==> src/rtl/lowpass_coefbank.sv <==
// Double-buffered coefficient bank for the lowpass filter: host loads a shadow set, swapped in on endata.
// Optional COEF_SYMMETRIC_EN: store only the first half of a symmetric tap set and mirror reads.
module lowpass_coefbank #(
  parameter int NTAPS = 65,
  parameter int CW    = 18,
  parameter int AW    = 7
) (
  input  logic          clock,
  input  logic          reset,
  input  logic [AW-1:0] coefaddress,
  output logic [CW-1:0] coefdata,
  input  logic          endata,
  input  logic          load_start,
  input  logic          wr_valid,
  output logic          wr_ready,
  input  logic [CW-1:0] wr_data,
  output logic [AW-1:0] load_count,
  output logic          pending,
  output logic          active_bank,
  output logic          swap_done
);

`ifdef COEF_SYMMETRIC_EN
  localparam int DEPTH = (NTAPS + 1) / 2;
`else
  localparam int DEPTH = NTAPS;
`endif
  localparam int IW = (DEPTH > 1) ? $clog2(DEPTH) : 1;

  typedef enum logic [1:0] {IDLE, LOAD, PENDING} state_t;

  state_t        state, state_nx;
  logic [CW-1:0] bank0 [DEPTH];
  logic [CW-1:0] bank1 [DEPTH];
  logic          xfer;
  logic          swap;
  logic          last_word;
  logic [IW-1:0] wr_idx;
  logic [IW-1:0] rd_idx;
  logic          rd_hit;

  assign wr_idx    = load_count[IW-1:0];
  assign last_word = (load_count == AW'(DEPTH - 1));
  assign pending   = (state == PENDING);

  always_comb begin
    state_nx = state;
    wr_ready = 1'b0;
    xfer     = 1'b0;
    swap     = 1'b0;
    case (state)
      IDLE: begin
        if (load_start) state_nx = LOAD;
      end
      LOAD: begin
        wr_ready = (load_count < AW'(DEPTH));
        // A restart pulse wins over any word offered in the same cycle.
        if (!load_start && wr_valid && wr_ready) begin
          xfer = 1'b1;
          if (last_word) state_nx = PENDING;
        end
      end
      PENDING: begin
        if (load_start) begin
          state_nx = LOAD;
        end else if (endata) begin
          swap     = 1'b1;
          state_nx = IDLE;
        end
      end
      default: state_nx = IDLE;
    endcase
  end

  always_ff @(posedge clock or negedge reset) begin
    if (!reset) begin
      state       <= IDLE;
      load_count  <= '0;
      active_bank <= 1'b0;
      swap_done   <= 1'b0;
    end else begin
      state     <= state_nx;
      swap_done <= swap;
      if (swap) active_bank <= ~active_bank;
      if (load_start)  load_count <= '0;
      else if (xfer)   load_count <= load_count + 1'b1;
    end
  end

  // The shadow bank is always the one not currently being served.
  always_ff @(posedge clock or negedge reset) begin
    if (!reset) begin
      for (int unsigned i = 0; i < DEPTH; i++) begin
        bank0[i] <= '0;
        bank1[i] <= '0;
      end
    end else if (xfer) begin
      if (active_bank) bank0[wr_idx] <= wr_data;
      else             bank1[wr_idx] <= wr_data;
    end
  end

`ifdef COEF_SYMMETRIC_EN
  logic [AW-1:0] mirror;
  assign mirror = AW'(NTAPS - 1) - coefaddress;
`endif

  always_comb begin
    rd_hit   = 1'b0;
    rd_idx   = '0;
    coefdata = '0;
`ifdef COEF_SYMMETRIC_EN
    if (coefaddress < AW'(DEPTH)) begin
      rd_hit = 1'b1;
      rd_idx = coefaddress[IW-1:0];
    end else if (coefaddress < AW'(NTAPS)) begin
      rd_hit = 1'b1;
      rd_idx = mirror[IW-1:0];
    end
`else
    if (coefaddress < AW'(NTAPS)) begin
      rd_hit = 1'b1;
      rd_idx = coefaddress[IW-1:0];
    end
`endif
    if (rd_hit) coefdata = active_bank ? bank1[rd_idx] : bank0[rd_idx];
  end

endmodule

==> config.mk <==
export PLATFORM = sky130hd
export DESIGN_NAME = lowpass_coefbank
export DESIGN_NICKNAME = d
export VERILOG_FILES = /design/src/rtl/lowpass_coefbank.sv
export SDC_FILE = /design/constraint.sdc
export NUM_CORES = 2
export LEC_CHECK = 0
export BUFFER_PORTS_ARGS = -buffer_cell sky130_fd_sc_hd__buf_4
export CORE_UTILIZATION = 51
export CTS_CLUSTER_SIZE = 24
export DETAILED_ROUTE_END_ITERATION = 10
export GPL_ROUTABILITY_DRIVEN = 0
export PLACE_DENSITY = 0.77
export SLEW_MARGIN = 20
export SYNTH_ARGS = -nofsm -noshare
export SYNTH_HDL_FRONTEND = slang
export SYNTH_SLANG_ARGS = --single-unit
==> constraint.sdc <==
create_clock -name clock -period 4.5 [get_ports clock]
set_input_delay 0.9 -clock clock [delete_from_list [all_inputs] [get_ports clock]]
set_output_delay 0.9 -clock clock [all_outputs]
set_load 0.05 [all_outputs]
==> Word level (Yosys, flattened, before mapping) <==
Cells that the tools add are included.
{ "word_totals": {"in_bits": 30, "ff_bits": 2351, "out_inout_bits": 29, "wordCells": 187} }
{ "op_classes": {"order_cmp": 5, "n_eq_ne": 7, "n_bitwise": 3, "reduce_logical": 9, "addsub": 1, "n_mux": 28} }
{ "op_table": {"columns": ["operator", "n"], "rows": [
  ["$bwmux W1170", 2],
  ["$bmux W18 S7", 2],
  ["$demux W18 S7", 1],
  ["$mux W18", 7],
  ["$mux W7", 3],
  ["$ge A8 B8 Y1 const B", 2],
  ["$not A7 Y8", 2],
  ["$lt A7 B7 Y1 const B", 2],
  ["$mux W2", 5],
  ["$lt A8 B1 Y1 const B", 1],
  ["$add A7 B1 Y7 const B", 1],
  ["$eq A7 B7 Y1 const B", 1],
  ["$mux W1", 7],
  ["$ne A2 B2 Y1 const B", 3],
  ["$pmux W2 S3", 1],
  ["$reduce_and A2 Y1", 2],
  ["$reduce_and A4 Y1", 1],
  ["$logic_and A1 B1 Y1", 3],
  ["$ne A3 B3 Y1 const B", 1],
  ["$eq A2 B1 Y1 const B", 1],
  ["$eq A2 B2 Y1 const B", 1],
  ["$logic_not A2 Y1", 1],
  ["$reduce_bool A2 Y1", 1],
  ["$logic_not A1 Y1", 1],
  ["$not A1 Y1", 1]
]} }

==> Logic depth before layout (Yosys ltp) <==
{ "logic_depth": {"ltp_word": 8, "ltp_mapped": 14} }

==> Worst setup path before layout <==
OpenSTA, ideal clock, no wires.
{ "synth_timing": {"path_type": "input -> output", "start": "in coefaddress[0]", "end": "out coefdata[12]", "path_stages": 13, "slack_ns": -1.520, "path_buffers": 6, "arrival_time_ns": 5.120, "path_cell_list": "buf_2 -> nor2b_1 -> buf_4 -> buf_4 -> buf_2 -> buf_2 -> buf_2 -> nand2_1 -> a32oi_1 -> nand4_1 -> nand4_1 -> a21oi_1 -> a2111oi_0"} }
{ "synth_via": {"elab_chain_cells": 8} }
{ "synth_rtl": {"columns": ["element", "line", "rtl"], "rows": [
  ["start: declaration", "10", "input logic [AW-1:0] coefaddress,"],
  ["$lt A7 B7 Y1", "121", "if (coefaddress < AW'(NTAPS)) begin"],
  ["$mux W7", "121", null],
  ["$not A7 Y8 (implied by the code)", "126", "if (rd_hit) coefdata = active_bank ? bank1[rd_idx] : bank0[rd_idx];"],
  ["$bmux W18 S7", "126", null],
  ["$mux W18 (implied by the code) (2 in a row)", "126", null],
  ["$mux W18", "126", null],
  ["$mux W18 (*)", "126", null],
  ["end: declaration", "11", "output logic [CW-1:0] coefdata,"]
]} }
Mark *: on every way between the ends. The rest lies on a longest branch, timed or not. The select of a mux whose other input is x is not followed.

==> Worst setup path in the final report <==
{ "layout_timing": {"start": "in coefaddress[6]", "end": "out coefdata[12]"} }
The elaborated chain is that of the path after synthesis.

==> impl_metrics.toml <==
[synth]
synth_edf_count = 0
yosysWarnings = 0
ys_types = 80
ys_seq_elements = 2351
ys.flop_type = "dfrtp_1"
netlist_instances = 8208
syn_area_per_cell_um2 = 13.2
synthTopCellsByCount = "dfrtp_1, mux2_2, nand2_1, clkbuf_1, a21oi_1"
synth_top_area_share = 0.543
synth_top_cell_by_area = "dfrtp_1"
synthMostInstantiatedCell = "dfrtp_1"
synth-seq-area-share = 0.543
syn_area_mm2 = 0.108
synthesis.nets = 8240
synth_area_leaders = "dfrtp_1, mux2_2, mux4_2, mux2i_1, nand2_1"
async_reset_ff_frac = 1.00

[worst_setup_path]
cp_cell_sequence = "buf_6, buf_6, nand2b_4, buf_4, buf_12, nand2_1, buf_4, a221oi_1, a21oi_1, buf_4, nand4_1, nand4_1, a21oi_2, a2111oi_4, buf_8"
cpMostUsedCell = "buf_4"
cp_slowest_cell = "nand4_1"
end_kind = "output port"
cp-startpoint = "coefaddress[6]"
cp_max_fo = 8
start_kind = "input pin"
max_stage_delay_ns = 0.49
worstPathArrival_ns = 3.94
crit_type = "in2out"
r2r_start = "load_count[5]"
crit_required_ns = 3.60

[cells_and_area]
finalInstanceArea_mm2 = 0.129
regArea_mm2 = 0.0588
nets = 8767
fillers = 15000
drive_gt1_frac = 0.481
area_growth_syn_to_layout_pct = 18.7
multi_input_area_mm2 = 0.0479

[global_route]
overflow = 0
antenna_found_initial = 15
grt_pass1_vias = 79500
grt_max_degree = 163
grt_pass1_wl_um = 527000
grt.total_usage = 0.328

[sta]
rsz0062_at_grt = "true"
min_period_ns = 4.84
finalHoldViolations = 0
slew_headroom = 0.198
finalCritPeriodShare = 1.07
fmax_ghz = 0.207
skew_ns = 0.0327
tightest_slew_ns = 1.20
timing.final.ws_setup_ns = -0.337
hold_slack_ns = 0.287
drv_slew = 0
finalSetupViolations = 18
setup_tns_ns = -3.11

[cts]
clock_latency_ns = 0.89
clock_sinks = 2351
clockBufferDepth = 3
clockRootBuffer = "clkbuf_16"
cts_buffers = 232
clkTransAtPathRegs_ns = 0.06
cts_tree = "done"
htreeDepth = 4

[pwr]
ir_drop_mv = 0.435
power.density_mw_per_mm2 = 357
leakage_nw = 61.3

[routing]
wirelength_um = 355000
drt_iter0_drc = 9762
routed_via_density = 6.59
ant_nets = 0
drtPass1Iterations = 7
num_vias = 77400
wl_per_cell_um = 30.2
drc = 0

[floorplanning]
ios = 59
start_util = 0.515
chipHeight_um = 463
fp.coreArea_mm2 = 0.210
die_area_mm2 = 0.214
row_count = 168
fp.dieW_um = 463

[placed_design]
dpl.hpwl_um = 229000
place_area_mm2 = 0.118
io_buffer_count = 58

[run_status]
violations = "negative setup slack"
status = "complete, but fails checks"

[flow_run]
max_cap_viol_count = 0

[min_path]
hold_class = "in2reg"
hp-start = "load_start"
[layer usage]
layer,GRT usage,wire length (um)
met5,0,27
met3,0.0935,39300
met4,0.217,27100
met2,0.486,157000
met1,0.421,131000
[layout make-up]
| cell class | count | share of cell area |
|---|---|---|
| Tap cell | 2805 | 0.0273 |
| Clock inverter | 76 | 0.00821 |
| Antenna cell | 10 | 0.000195 |
| Multi-Input combinational cell | 5109 | 0.372 |
| Inverter | 13 | 0.000380 |
| Clock buffer | 354 | 0.0547 |
| Sequential cell | 2351 | 0.458 |
| Timing Repair Buffer | 1028 | 0.0794 |
[kinds of logic after synthesis]
logic type                 synth area share
AOI/OAI and AO/OA                    0.0592
muxes                                 0.311
xor gates and xnor gates           0.000485
DFF                                   0.543
buffers and inverters                0.0306
and+or+nand+nor                      0.0552
adders and majority gates          0.000231
[report_power, final]
group	switching [W]	total (W)	internal [W]	leakage (nW)
Sequential	0.000139	0.0215	0.0214	32.7
Combinational	0.00254	0.00392	0.00138	24.6
Clock	0.00857	0.0205	0.0119	3.98
Total	0.0112	0.0459	0.0347	61.3
[flip-flops by register name (all words and copies together) (netlist names)]
register and cells:
bank0 1170, load_count 7, bank1 1170, state 2
active_bank 1, swap_done 1
[per-stage QoR]
stage                     instances  total power (W)  setup WS [ns]   util
after floorplan                8208           0.0233         -0.152      -
after global placement        11200           0.0253          -1.22  0.559
after detailed placement      11200           0.0254          -1.28  0.559
after CTS                     11700           0.0458         -0.176  0.607
after global routing          11700           0.0470         -0.320  0.611
final                         11700           0.0459         -0.337  0.611
[worst max-delay path: cells and delay by family]
family,cells,cell delay (ns)
buffers and inverters,7,1.15
AND/OR/NAND/NOR,4,1.03
AO/OA/AOI/OAI,4,0.82
[cell usage in the layout, fill, tap and decap left out, types with 73 or more instances in the layout]
cell type  Yosys  layout
dfrtp_1     2351    2350
mux2_2      2335    2335
buf_4         52     796
nand2_1      778     766
mux2i_1      301     287
a21oi_1      304     278
clkbuf_16      0     236
mux4_2       183     183
buf_12         0     126
a31oi_1      113     104
o21ai_0      100      77
a211oi_1      92      76
o22ai_1       90      76
clkbuf_8       0      73
[repair_timing]
action / 4_1_cts / 5_1_grt
endpoints found under the hold margin: 16 / 0
setup buffers: 65 / 26
pin swaps: 67 / 56
gates cloned: 10 / 3
hold buffers: 1 / 0
gates resized for setup: 291 / 121
setup endpoints to repair: 18 / 18
[path summary, 6_finish.rpt]
path / to / slack, ns / cells past startpoint
worst min-delay path: load_count[3] / 0.29 / 2
min in group asynchronous: bank0[9] / 0.55 / 2
worst max register to register: bank0[270] / 0.38 / 9
max in group asynchronous: bank1[241] / 2.44 / 4
worst min register to register: bank0[67] / 0.49 / 1
worst max-delay path: coefdata[12] / -0.34 / 15
(Power assumes the default switching activity.)
